### config.mk
export PLATFORM = sky130hd
export DESIGN_NAME = ex_div_seq
export DESIGN_NICKNAME = d
export VERILOG_FILES = /design/src/rtl/ex_div_seq.sv
export SDC_FILE = /design/constraint.sdc
export NUM_CORES = 1
export LEC_CHECK = 0
export CAP_MARGIN = 20
export CORE_ASPECT_RATIO = 1.2
export CORE_UTILIZATION = 40
export CTS_CLUSTER_SIZE = 16
export DETAILED_ROUTE_END_ITERATION = 8
export GPL_TIMING_DRIVEN = 0
export MAX_ROUTING_LAYER = met4
export PLACE_DENSITY_LB_ADDON = 0.15
export SYNTH_ARGS = -nofsm -noshare
export SYNTH_HDL_FRONTEND = slang
export SYNTH_SLANG_ARGS = --single-unit
### constraint.sdc
create_clock -name clk -period 4.7 [get_ports clk]
set_input_delay 0.47 -clock clk [delete_from_list [all_inputs] [get_ports clk]]
set_output_delay 0.47 -clock clk [all_outputs]
set_load 0.05 [all_outputs]
### src/rtl/ex_div_seq.sv
// Iterative radix-2 restoring divider for RV32M DIV/DIVU/REM/REMU in the EX stage.
// Optional macro DIV_FAST_SPECIAL_EN: finish divide-by-zero and signed overflow in one cycle.
module ex_div_seq #(
    parameter int unsigned XLEN = 32
) (
    input  logic            clk,
    input  logic            rst_n,
    input  logic            div_valid_i,
    input  logic [1:0]      div_op_i,
    input  logic [XLEN-1:0] rs1_rdata_i,
    input  logic [XLEN-1:0] rs2_rdata_i,
    input  logic            flush_i,
    output logic            div_stall_o,
    output logic            div_done_o,
    output logic [XLEN-1:0] div_res_o
);

    localparam int unsigned CntW = $clog2(XLEN) + 1;
    localparam logic [XLEN-1:0] MinVal = {1'b1, {(XLEN-1){1'b0}}};
    localparam logic [XLEN-1:0] One = {{(XLEN-1){1'b0}}, 1'b1};
    localparam logic [CntW-1:0] LastStep = CntW'(XLEN - 1);

    typedef enum logic [1:0] {StIdle, StCalc, StDone} state_e;

    state_e          state_q, state_d;
    logic [CntW-1:0] cnt_q, cnt_d;
    logic [1:0]      op_q, op_d;
    logic [XLEN-1:0] dividend_q, dividend_d;
    logic [XLEN-1:0] divisor_q, divisor_d;
    logic [XLEN-1:0] quot_q, quot_d;
    logic [XLEN-1:0] rem_q, rem_d;
    logic            q_neg_q, q_neg_d;
    logic            r_neg_q, r_neg_d;
    logic            ovf_q, ovf_d;
    logic [XLEN-1:0] res_q, res_d;

    // Operand decode at acceptance
    logic            is_signed_in;
    logic            a_neg_in, b_neg_in;
    logic [XLEN-1:0] a_mag_in, b_mag_in;
    logic            ovf_in, q_neg_in, r_neg_in;

    assign is_signed_in = ~div_op_i[0];
    assign a_neg_in     = is_signed_in & rs1_rdata_i[XLEN-1];
    assign b_neg_in     = is_signed_in & rs2_rdata_i[XLEN-1];
    assign a_mag_in     = a_neg_in ? (~rs1_rdata_i + One) : rs1_rdata_i;
    assign b_mag_in     = b_neg_in ? (~rs2_rdata_i + One) : rs2_rdata_i;
    assign ovf_in       = is_signed_in & (rs1_rdata_i == MinVal) & (&rs2_rdata_i);
    assign q_neg_in     = (div_op_i == 2'b00) & (rs1_rdata_i[XLEN-1] ^ rs2_rdata_i[XLEN-1]);
    assign r_neg_in     = (div_op_i == 2'b10) & rs1_rdata_i[XLEN-1];

    // One restoring step on the latched magnitudes
    logic [XLEN:0]   rem_shift;
    logic [XLEN:0]   diff;
    logic            fits;
    logic [XLEN-1:0] rem_step, quot_step;

    assign rem_shift = {rem_q, quot_q[XLEN-1]};
    assign diff      = rem_shift - {1'b0, divisor_q};
    assign fits      = ~diff[XLEN];
    assign rem_step  = fits ? diff[XLEN-1:0] : rem_shift[XLEN-1:0];
    assign quot_step = {quot_q[XLEN-2:0], fits};

    function automatic logic [XLEN-1:0] result_mux(
        input logic [1:0]      op,
        input logic            div_zero,
        input logic            ovf,
        input logic [XLEN-1:0] dividend,
        input logic [XLEN-1:0] quot,
        input logic [XLEN-1:0] rem,
        input logic            q_neg,
        input logic            r_neg
    );
        logic [XLEN-1:0] res;
        if (div_zero) begin
            res = op[1] ? dividend : {XLEN{1'b1}};
        end else if (ovf) begin
            res = op[1] ? '0 : MinVal;
        end else if (op[1]) begin
            res = r_neg ? (~rem + One) : rem;
        end else begin
            res = q_neg ? (~quot + One) : quot;
        end
        return res;
    endfunction

    always_comb begin
        state_d    = state_q;
        cnt_d      = cnt_q;
        op_d       = op_q;
        dividend_d = dividend_q;
        divisor_d  = divisor_q;
        quot_d     = quot_q;
        rem_d      = rem_q;
        q_neg_d    = q_neg_q;
        r_neg_d    = r_neg_q;
        ovf_d      = ovf_q;
        res_d      = res_q;

        unique case (state_q)
            StIdle: begin
                if (div_valid_i && !flush_i) begin
                    state_d    = StCalc;
                    cnt_d      = '0;
                    op_d       = div_op_i;
                    dividend_d = rs1_rdata_i;
                    divisor_d  = b_mag_in;
                    quot_d     = a_mag_in;
                    rem_d      = '0;
                    q_neg_d    = q_neg_in;
                    r_neg_d    = r_neg_in;
                    ovf_d      = ovf_in;
`ifdef DIV_FAST_SPECIAL_EN
                    if ((rs2_rdata_i == '0) || ovf_in) begin
                        state_d = StDone;
                        res_d   = result_mux(div_op_i, rs2_rdata_i == '0, ovf_in, rs1_rdata_i,
                                             '0, '0, 1'b0, 1'b0);
                    end
`endif
                end
            end
            StCalc: begin
                if (flush_i) begin
                    state_d = StIdle;
                end else begin
                    quot_d = quot_step;
                    rem_d  = rem_step;
                    cnt_d  = cnt_q + CntW'(1);
                    if (cnt_q == LastStep) begin
                        state_d = StDone;
                        res_d   = result_mux(op_q, divisor_q == '0, ovf_q, dividend_q,
                                             quot_step, rem_step, q_neg_q, r_neg_q);
                    end
                end
            end
            StDone: begin
                state_d = StIdle;
            end
            default: begin
                state_d = StIdle;
            end
        endcase
    end

    always_ff @(posedge clk or negedge rst_n) begin
        if (!rst_n) begin
            state_q    <= StIdle;
            cnt_q      <= '0;
            op_q       <= '0;
            dividend_q <= '0;
            divisor_q  <= '0;
            quot_q     <= '0;
            rem_q      <= '0;
            q_neg_q    <= 1'b0;
            r_neg_q    <= 1'b0;
            ovf_q      <= 1'b0;
            res_q      <= '0;
        end else begin
            state_q    <= state_d;
            cnt_q      <= cnt_d;
            op_q       <= op_d;
            dividend_q <= dividend_d;
            divisor_q  <= divisor_d;
            quot_q     <= quot_d;
            rem_q      <= rem_d;
            q_neg_q    <= q_neg_d;
            r_neg_q    <= r_neg_d;
            ovf_q      <= ovf_d;
            res_q      <= res_d;
        end
    end

    assign div_stall_o = div_valid_i & (state_q != StDone);
    assign div_done_o  = (state_q == StDone);
    assign div_res_o   = res_q;

endmodule

# Yosys cells after proc, flatten, opt, wreduce, memory -nomap -nowiden
# Index checks and enable logic that the tools add are counted.
[classes] eq_ne=9 shift=0 mux=23 bitwise=15 div=0 n_lt_le_gt_ge=0 n_reduce_logical=11 add_sub_neg=6 n_mul=0
[ops] cell="32-bit two-way mux" n=14
[ops] cell="32-bit by 1-bit adder with 32-bit output (second input constant)" n=4
[ops] cell="32-bit inverter" n=4
[ops] cell="32-bit one-hot mux with 2 select lines" n=2
[ops] cell="33-bit by 32-bit subtractor with 33-bit output" n=1
[ops] cell="32-bit == test (second input constant)" n=1
[ops] cell="32-bit logical NOT" n=1
[ops] cell="32-bit AND reduction" n=1
[ops] cell="6-bit two-way mux" n=2
[ops] cell="6-bit one-hot mux with 2 select lines" n=1
[ops] cell="1-bit bitwise AND" n=7
[ops] cell="6-bit by 1-bit adder with 6-bit output (second input constant)" n=1
[ops] cell="6-bit by 5-bit == test with 1-bit output (second input constant)" n=1
[ops] cell="2-bit two-way mux" n=3
[ops] cell="2-bit != test (second input constant)" n=3
[ops] cell="3-bit AND reduction" n=2
[ops] cell="2-bit == test (second input constant)" n=2
[ops] cell="2-bit logical NOT" n=2
[ops] cell="2-bit one-hot mux with 2 select lines" n=1
[ops] cell="2-bit AND reduction" n=2
[ops] cell="3-bit != test (second input constant)" n=1
[ops] cell="1-bit inverter" n=3
[ops] cell="2-bit by 1-bit == test with 1-bit output (second input constant)" n=1
[ops] cell="2-bit nonzero test" n=1
[ops] cell="3 further kinds" n=3
[totals] ramBits=0 regBits=173 latchBits=0 romBits=0 word_cells=75 out_inout_bits=34 memories=0

# Logic depth before layout (Yosys ltp)
# Gate-level depths: netlist (run 1).
[depth] ltp_word=8 ltp_mapped=23 mapped_depth_nobuf=20

# Least setup slack after synthesis (run 1)
# No wires, ideal clock.
[synth_timing] path_type="reg2reg" start="register divisor_q[29]" end="register res_q[30], in the netlist div_res_o[30]" stages_incl_launch_ff=21 synth_period_minus_slack_ps=4755 slack_ps=-55 required_ps=4578 setup_time_ps=122 t_arrival_ps=4633 cell_sequence="dfrtp_1 -> inv_1 -> ha_1 -> buf_6 -> a21o_1 -> a21o_1 -> a221o_1 -> a21o_1 -> nor3_2 -> nor2_8 -> inv_4 -> clkbuf_1 -> clkbuf_1 -> nor2_1 -> a21oi_1 -> ha_1 -> o2111ai_1 -> or2_2 -> o41ai_1 -> mux2i_1 -> nand2_1"
[synth_between] elab_chain_cells=8 word_cells_on_any_way=13 cone_classes="add/sub: 3; mux: 6; bitwise: 3; reduce/logical: 1"
[synth_rtl] element="from (decl)" line="29" rtl="logic [XLEN-1:0] divisor_q, divisor_d;"
[synth_rtl] element="from (signal assigned)" line="163" rtl="divisor_q <= divisor_d;"
[synth_rtl] element="33-bit by 32-bit subtractor with 33-bit output" line="59" rtl="assign diff = rem_shift - {1'b0, divisor_q};"
[synth_rtl] element="32-bit two-way mux or 1-bit inverter (tied branches)" line="61, 60"
[synth_rtl] element="32-bit inverter, on equally long branches" line="80, 82"
[synth_rtl] element="32-bit by 1-bit adder with 32-bit output, on equally long branches" line="80, 82"
[synth_rtl] element="32-bit two-way mux, on equally long branches" line="80, 82"
[synth_rtl] element="32-bit two-way mux" line="79" rtl="end else if (op[1]) begin"
[synth_rtl] element="32-bit two-way mux" line="77" rtl="end else if (ovf) begin"
[synth_rtl] element="32-bit two-way mux *" line="75" rtl="if (div_zero) begin"
[synth_rtl] element="to (signal assigned)" line="169" rtl="res_q <= res_d;"
[synth_rtl] element="to (decl)" line="35" rtl="logic [XLEN-1:0] res_q, res_d;"
# Mark *: on every way between the ends. The rest lies on a longest branch, timed or not.
# A chain may end at the register's enable or synchronous reset.

# Final worst setup path (run 1)
[layout_timing] start="register divisor_q[27]" end="register res_q[28], in the netlist div_res_o[28]"
# The elaborated chain is that of the path after synthesis.

==> impl_metrics.yaml, run 1 <==
power:
  power.density_nw_per_um2: 591
  finalPower_mw: 9.00
  peakVddDrop_mv: 0.259
  leakagePower_nw: 6.34
logic_synthesis:
  synth_cell_type_count: 75
  yosysWarnings: 0
  syn_nets: 1739
  avgSynthCellArea_sq_um: 7.80
  synth_area_leaders: "dfrtp_1 (34%), nand2_1 (8.4%), o21ai_0 (7.8%), a21oi_1 (4.6%), xor2_1 (4.5%)"
  synth-seq-cells: 172
  synthArstFlopShare: 1.00
  synth.top_cell.area_share: 0.338
  synth-edff-count: 0
  synth_top_area_cell: "dfrtp_1"
  synth-main-ff-cell: "dfrtp_1"
  syn_area_sq_um: 12700
  synth.yosys.seq_area_share: 0.338
  syn_inst: 1630
floorplanning:
  rows: 71
  fp.dieH_um: 197
  initial_core_util: 0.406
  core_area_sq_um: 31400
  io_pins: 104
  die_w_um: 165
  fp.dieArea_sq_um: 32500
detailed_routing:
  wl_um: 49000
  avgRoutedWirePerCell_um: 22.5
  drc: 0
  vias_per_cell: 5.96
  dr.pass1.iters: 6
  via_count: 13000
  first_iter_violations: 1117
  drtAntennaViolNets: 0
sta:
  drv_slew: 0
  finClkSkew_ps: 20.4
  hold_violations: 2
  holdWs_ps: -11.8
  setup_viol: 0
  relSlewSlack: 0.289
  period_share: 0.984
  worst_pin_slew_ps: 1060
  rsz0062_at_grt: "yes"
  max_freq_mhz: 216
  tns_ps: 0
  post-route-min-period_ps: 4620
setup_path:
  cpMostUsedCell: "clkbuf_16"
  criticalPathCategory: "reg2reg"
  cp_top_family: "compound AO/OA/AOI/OAI gates"
  r2r-end: "div_res_o[28]$_DFFE_PN0P_"
  crit_path_max_fanout: 10
  worstPathCellList: "inv_1 > ha_1 > clkbuf_1 > a21oi_2 > o21ai_0 > a221o_1 > a21o_1 > nor3_4 > nor2_8 > inv_6 > clkbuf_16 > clkbuf_16 > ha_4 > nand4_1 > nand2b_4 > o31ai_4 > xor2_2 > o21ai_1 > a221oi_2 > a31oi_1"
  startpoint_type: "flop"
  ff2ff_setup_slack_ps: 80
  r2r-start: "divisor_q[27]$_DFFE_PN0P_"
  required_ps: 4990
  slowest_stage: "dfrtp_1"
  endpoint_kind: "flop"
  crit_path_max_incr_delay_ps: 410
  cp_num_buf_inv: 5
  arrival_ps: 4920
  rr_worst_depth: 20
placed_design:
  place_congestion: 1.00
  hpwl_um: 38800
  dpl_cell_area_sq_um: 14300
  portBuffers: 103
global_route:
  grtUsageTotal: 0.317
  antenna_found_initial: 0
  grt_pass1_wl_um: 74500
  grt-ovfl-total: 0
  grt_max_degree: 106
  grt_pass1_vias: 12700
clock_network:
  clk_pin_slew_ps: 70
  h-tree-depth: 4
  cts_hold_buf: 0
  cts_sinks: 172
  cts_tree: "yes"
  ctsLongestPathBuffers: 2
  cts-root-buf: "clkbuf_16"
  cts_buffers: 17
  clock_latency_ps: 450
cells_and_area:
  drive_gt1_frac: 0.0693
  fin_util: 0.486
  syn_to_final_growth_pct: 19.8
  fillers: 3145
  antennaDiodeCount: 0
  nets: 1871
  stdcell_area_sq_um: 15200
outcome:
  violations: "hold timing"
  status: "finished with violations"
min_path:
  hp-class: "in2async"
run:
  cap_violations: 0
area by class of cell:
| cell class | count | area (sq um) | share of cell area |
|---|---|---|---|
| timing repair buffer | 119 | 1170 | 0.0770 |
| tap | 401 | 502 | 0.0329 |
| clock inverter | 13 | 139 | 0.00911 |
| sequential | 172 | 4310 | 0.282 |
| multi-input combinational | 1305 | 8050 | 0.528 |
| inverter | 58 | 223 | 0.0146 |
| clock buffer | 19 | 443 | 0.0291 |
| buffer | 89 | 412 | 0.0270 |
worst reg2reg max path, cell delays in order (launching register included):
cell and delay [ps]:
dfrtp_1 410, inv_1 190, ha_1 270, clkbuf_1 200, a21oi_2 200, o21ai_0 120
a221o_1 350, a21o_1 210, nor3_4 330, nor2_8 80, inv_6 100, clkbuf_16 170
clkbuf_16 170, ha_4 170, nand4_1 170, nand2b_4 260, o31ai_4 230, xor2_2 200
o21ai_1 120, a221oi_2 390, a31oi_1 150
how the worst max path moves through the flow:
stage | from | end | slack, ps | depth (start not counted)
2_1_floorplan | quot_q[31]$_DFFE_PN0P_ | div_res_o[30]$_DFFE_PN0P_ | 30 | 21
3_3_place_gp | rst_n | quot_q[28]$_DFFE_PN0P_ | -4330 | 1
3_5_place_dp | quot_q[31]$_DFFE_PN0P_ | div_res_o[28]$_DFFE_PN0P_ | -1570 | 21
5_1_grt | quot_q[31]$_DFFE_PN0P_ | div_res_o[14]$_DFFE_PN0P_ | -30 | 21
6_report | divisor_q[27]$_DFFE_PN0P_ | div_res_o[28]$_DFFE_PN0P_ | 80 | 20
4_1_cts | quot_q[31]$_DFFE_PN0P_ | div_res_o[28]$_DFFE_PN0P_ | -10 | 21
what timing repair did:
item | in CTS | in global routing
setup buffers | 9 | 4
resized for setup | 32 | 31
endpoints found under the setup margin | 27 | 22
pin swaps | 9 | 16
cells in the mapped netlist, drive strengths merged (21+ instances only):
master	n
nand2	286
mux2i	21
nor2	131
o21ai	198
a21oi	117
nor4	24
ha	38
nand3	25
dfrtp	172
o31ai	27
xor2	65
xnor2	63
nor3	27
inv	58
clkbuf	88
per-layer routing:
metal	track usage	vias to the layer above	wire length (um)	share of wire
met5	-	-	0	0
met4	0.179	0	2930	0.060
met3	0.0328	123	1910	0.039
met2	0.543	406	24600	0.50
met1	0.358	6335	19500	0.40
li1	-	6100	-	-
kinds of logic after synthesis:
logic type	count (synthesis)	share of synthesized area
AOI/OAI and AO/OA	516	0.253
xor gates and xnor gates	128	0.0881
DFF	172	0.338
muxes	28	0.0227
adders and majority gates	39	0.0390
buffers and inverters	153	0.0469
and+or+nand+nor	594	0.211
state kept, by name (all words and copies together) (netlist names):
| signal | flops |
|---|---|
| state_q | 2 |
| dividend_q | 32 |
| divisor_q | 32 |
| quot_q | 32 |
| rem_q | 32 |
| cnt_q | 6 |
| r_neg_q | 1 |
| div_res_o | 32 |
| op_q | 1 |
| ovf_q | 1 |
| q_neg_q | 1 |
power by group:
| part | total, mW | internal [mW] | leakage (nW) | switching, mW |
|---|---|---|---|---|
| logic | 5.40 | 1.96 | 3.81 | 3.44 |
| registers | 2.15 | 1.77 | 2.24 | 0.383 |
| clock network | 1.45 | 0.802 | 0.290 | 0.647 |
| total | 9.00 | 4.53 | 6.34 | 4.47 |
stage by stage:
| step | setup slack [ps] | std cells |
|---|---|---|
| floorplan | 27.0 | 1630 |
| global placement | -4330 | 2134 |
| detailed placement | -1570 | 2137 |
| CTS | -11.7 | 2178 |
| global route | -34.5 | 2176 |
| finish | 77.4 | 2176 |
layout by cell type, fill, tap and decap left out, types with 19 or more instances in the layout:
cell               n
mux2i_1           21
o21ai_0          191
inv_1             57
clkdlybuf4s50_1  102
nor4_1            23
nand3_1           24
dfrtp_1          171
nand4_1           20
nor3_1            25
o31ai_1           23
a31oi_1           20
xnor2_1           63
ha_1              36
xor2_1            64
clkbuf_16         19
nand2_1          286
nor2_1           128
clkbuf_1          77
a21oi_1          112
No activity file was read; power rests on OpenSTA's default activity.
==> inputs of run 2 (changes only) <==
--- a/config.mk
+++ b/config.mk
@@ -12,7 +12,7 @@
 export DETAILED_ROUTE_END_ITERATION = 8
 export GPL_TIMING_DRIVEN = 0
 export MAX_ROUTING_LAYER = met4
-export PLACE_DENSITY_LB_ADDON = 0.15
 export SYNTH_ARGS = -nofsm -noshare
 export SYNTH_HDL_FRONTEND = slang
 export SYNTH_SLANG_ARGS = --single-unit
+export TNS_END_PERCENT = 100
==> run 2 against run 1 <==
The flow now finishes without violations; die area stayed put; utilization increased by 0.20 points; final cell count about the same; combinational power is essentially flat; power up 0.47%; clock skew down 10 ps; clock power barely moved; global-route usage shrank 0.26 points; sequential share of layout area is 0.12 points lower.
==> impl_metrics.yaml, run 2 (synthesis gave the netlist of run 1 again) <==
sta:
  finClkSkew_ps: 9.99
  post-route-min-period_ps: 4590
  max_freq_mhz: 218
  drv_slew: 0
  period_share: 0.978
  setup_viol: 0
  hold_violations: 0
  relSlewSlack: 0.246
  holdWs_ps: 58.4
  worst_pin_slew_ps: 1120
detailed_routing:
  via_count: 13000
  vias_per_cell: 5.95
  first_iter_violations: 1003
  avgRoutedWirePerCell_um: 22.3
  wl_um: 48500
  drc: 0
  drtAntennaViolNets: 0
  dr.pass1.iters: 7
floorplanning:
  rows: 71
  initial_core_util: 0.406
  io_pins: 104
  core_area_sq_um: 31400
  fp.dieH_um: 197
  fp.dieArea_sq_um: 32500
  die_w_um: 165
cells_and_area:
  multi_input_area_sq_um: 8070
  seq_area_sq_um: 4310
  drive_gt1_frac: 0.0732
  antennaDiodeCount: 0
  syn_to_final_growth_pct: 20.3
  final_cell_mix: "nand2_1 (286), o21ai_0 (189), dfrtp_1 (171)"
  stdcell_area_sq_um: 15300
  final_common_cell: "nand2_1"
  nets: 1872
  fin_util: 0.488
  fillers: 3138
setup_path:
  crit_path_max_incr_delay_ps: 600
  worstPathCellList: "inv_1 > ha_1 > buf_6 > a21o_1 > a21o_1 > a221o_1 > a21o_1 > o21a_1 > buf_6 > nor2_8 > buf_4 > mux2i_1 > or4b_4 > o41ai_2 > xor2_1 > o21ai_1"
  crit_path_max_fanout: 9
  required_ps: 5030
  arrival_ps: 4930
  criticalPathCategory: "reg2reg"
  cp_num_buf_inv: 4
  slowest_stage: "or4b_4"
  cpMostUsedCell: "a21o_1"
  endpoint_kind: "flop"
  cp_top_family: "compound AO/OA/AOI/OAI gates"
  startpoint_type: "flop"
power:
  power.density_nw_per_um2: 591
  peakVddDrop_mv: 0.287
  leakagePower_nw: 6.35
clock_network:
  cts_sinks: 172
  clk_pin_slew_ps: 70
  ctsLongestPathBuffers: 2
  cts-root-buf: "clkbuf_16"
  h-tree-depth: 4
  clock_latency_ps: 450
  cts_tree: "yes"
  cts_buffers: 17
  cts_hold_buf: 0
placed_design:
  dpl_cell_area_sq_um: 14300
  portBuffers: 103
  place_congestion: 0.982
  hpwl_um: 38600
global_route:
  grt_pass1_vias: 12700
  antenna_found_initial: 0
  grt_pass1_wl_um: 74200
  grt_max_degree: 104
  grt-ovfl-total: 0
  grtUsageTotal: 0.315
min_path:
  hp-class: "in2async"
outcome:
  status: "completed"
run:
  cap_violations: 0
==> run 2: where the power goes <==
group	switching [mW]	internal, mW
Sequential	0.379	1.77
Clock	0.670	0.808
Combinational	3.45	1.97
==> run 2: metal layers <==
metal  share of wire  global-route usage
met3           0.048              0.0342
met1            0.39               0.354
met4           0.063               0.184
met2            0.50               0.536
met5               0                   -
==> run 2: cell type report <==
cell class | count | share of cell area
multi-input cells | 1305 | 0.527
clock buffers | 18 | 0.0287
inverters | 58 | 0.0146
well taps | 401 | 0.0328
flip-flops and latches | 172 | 0.281
repair buffers | 122 | 0.0783
plain buffers | 87 | 0.0268
clock inverters | 14 | 0.0104
==> run 2: worst paths after layout <==
check | start | endpoint | slack (ps) | cells after the start
max | divisor_q[29]$_DFFE_PN0P_ | div_res_o[31]$_DFFE_PN0P_ | 110 | 16
min | rst_n | dividend_q[17]$_DFFE_PN0P_ | 60 | 1
max reg2reg | divisor_q[29]$_DFFE_PN0P_ | div_res_o[31]$_DFFE_PN0P_ | 110 | 16
min reg2reg | dividend_q[19]$_DFFE_PN0P_ | dividend_q[19]$_DFFE_PN0P_ | 480 | 2
max in group asynchronous | rst_n | divisor_q[20]$_DFFE_PN0P_ | 3780 | 2
min in group clk | dividend_q[19]$_DFFE_PN0P_ | dividend_q[19]$_DFFE_PN0P_ | 480 | 2
==> run 2: stage by stage <==
stage	instances	power, mW	worst slack, ps	setup TNS [ps]
global route	2177	9.58	-50.3	-195
global placement	2134	6.94	-4220	-738360
floorplan	1630	5.41	27.0	0
CTS	2176	8.75	-15.9	-15.9
finish	2177	9.05	105	0
detailed placement	2136	6.99	-1630	-16950
==> run 2: timing repair <==
action,4_1_cts,5_1_grt
setup endpoints to repair,24,24
cloned,0,0
buffers inserted,8,9
endpoints found under the hold margin,0,0
gates resized for setup,34,36
pin swaps,9,17
==> inputs of run 3 (changes only) <==
--- a/config.mk
+++ b/config.mk
@@ -8,6 +8,7 @@
 export CAP_MARGIN = 20
 export CORE_ASPECT_RATIO = 1.2
 export CORE_UTILIZATION = 40
+export CTS_CLUSTER_DIAMETER = 80
 export CTS_CLUSTER_SIZE = 16
 export DETAILED_ROUTE_END_ITERATION = 8
 export GPL_TIMING_DRIVEN = 0
==> results of run 3 <==
Same layout as run 2: the final DEF is identical, and so are final timing and power.
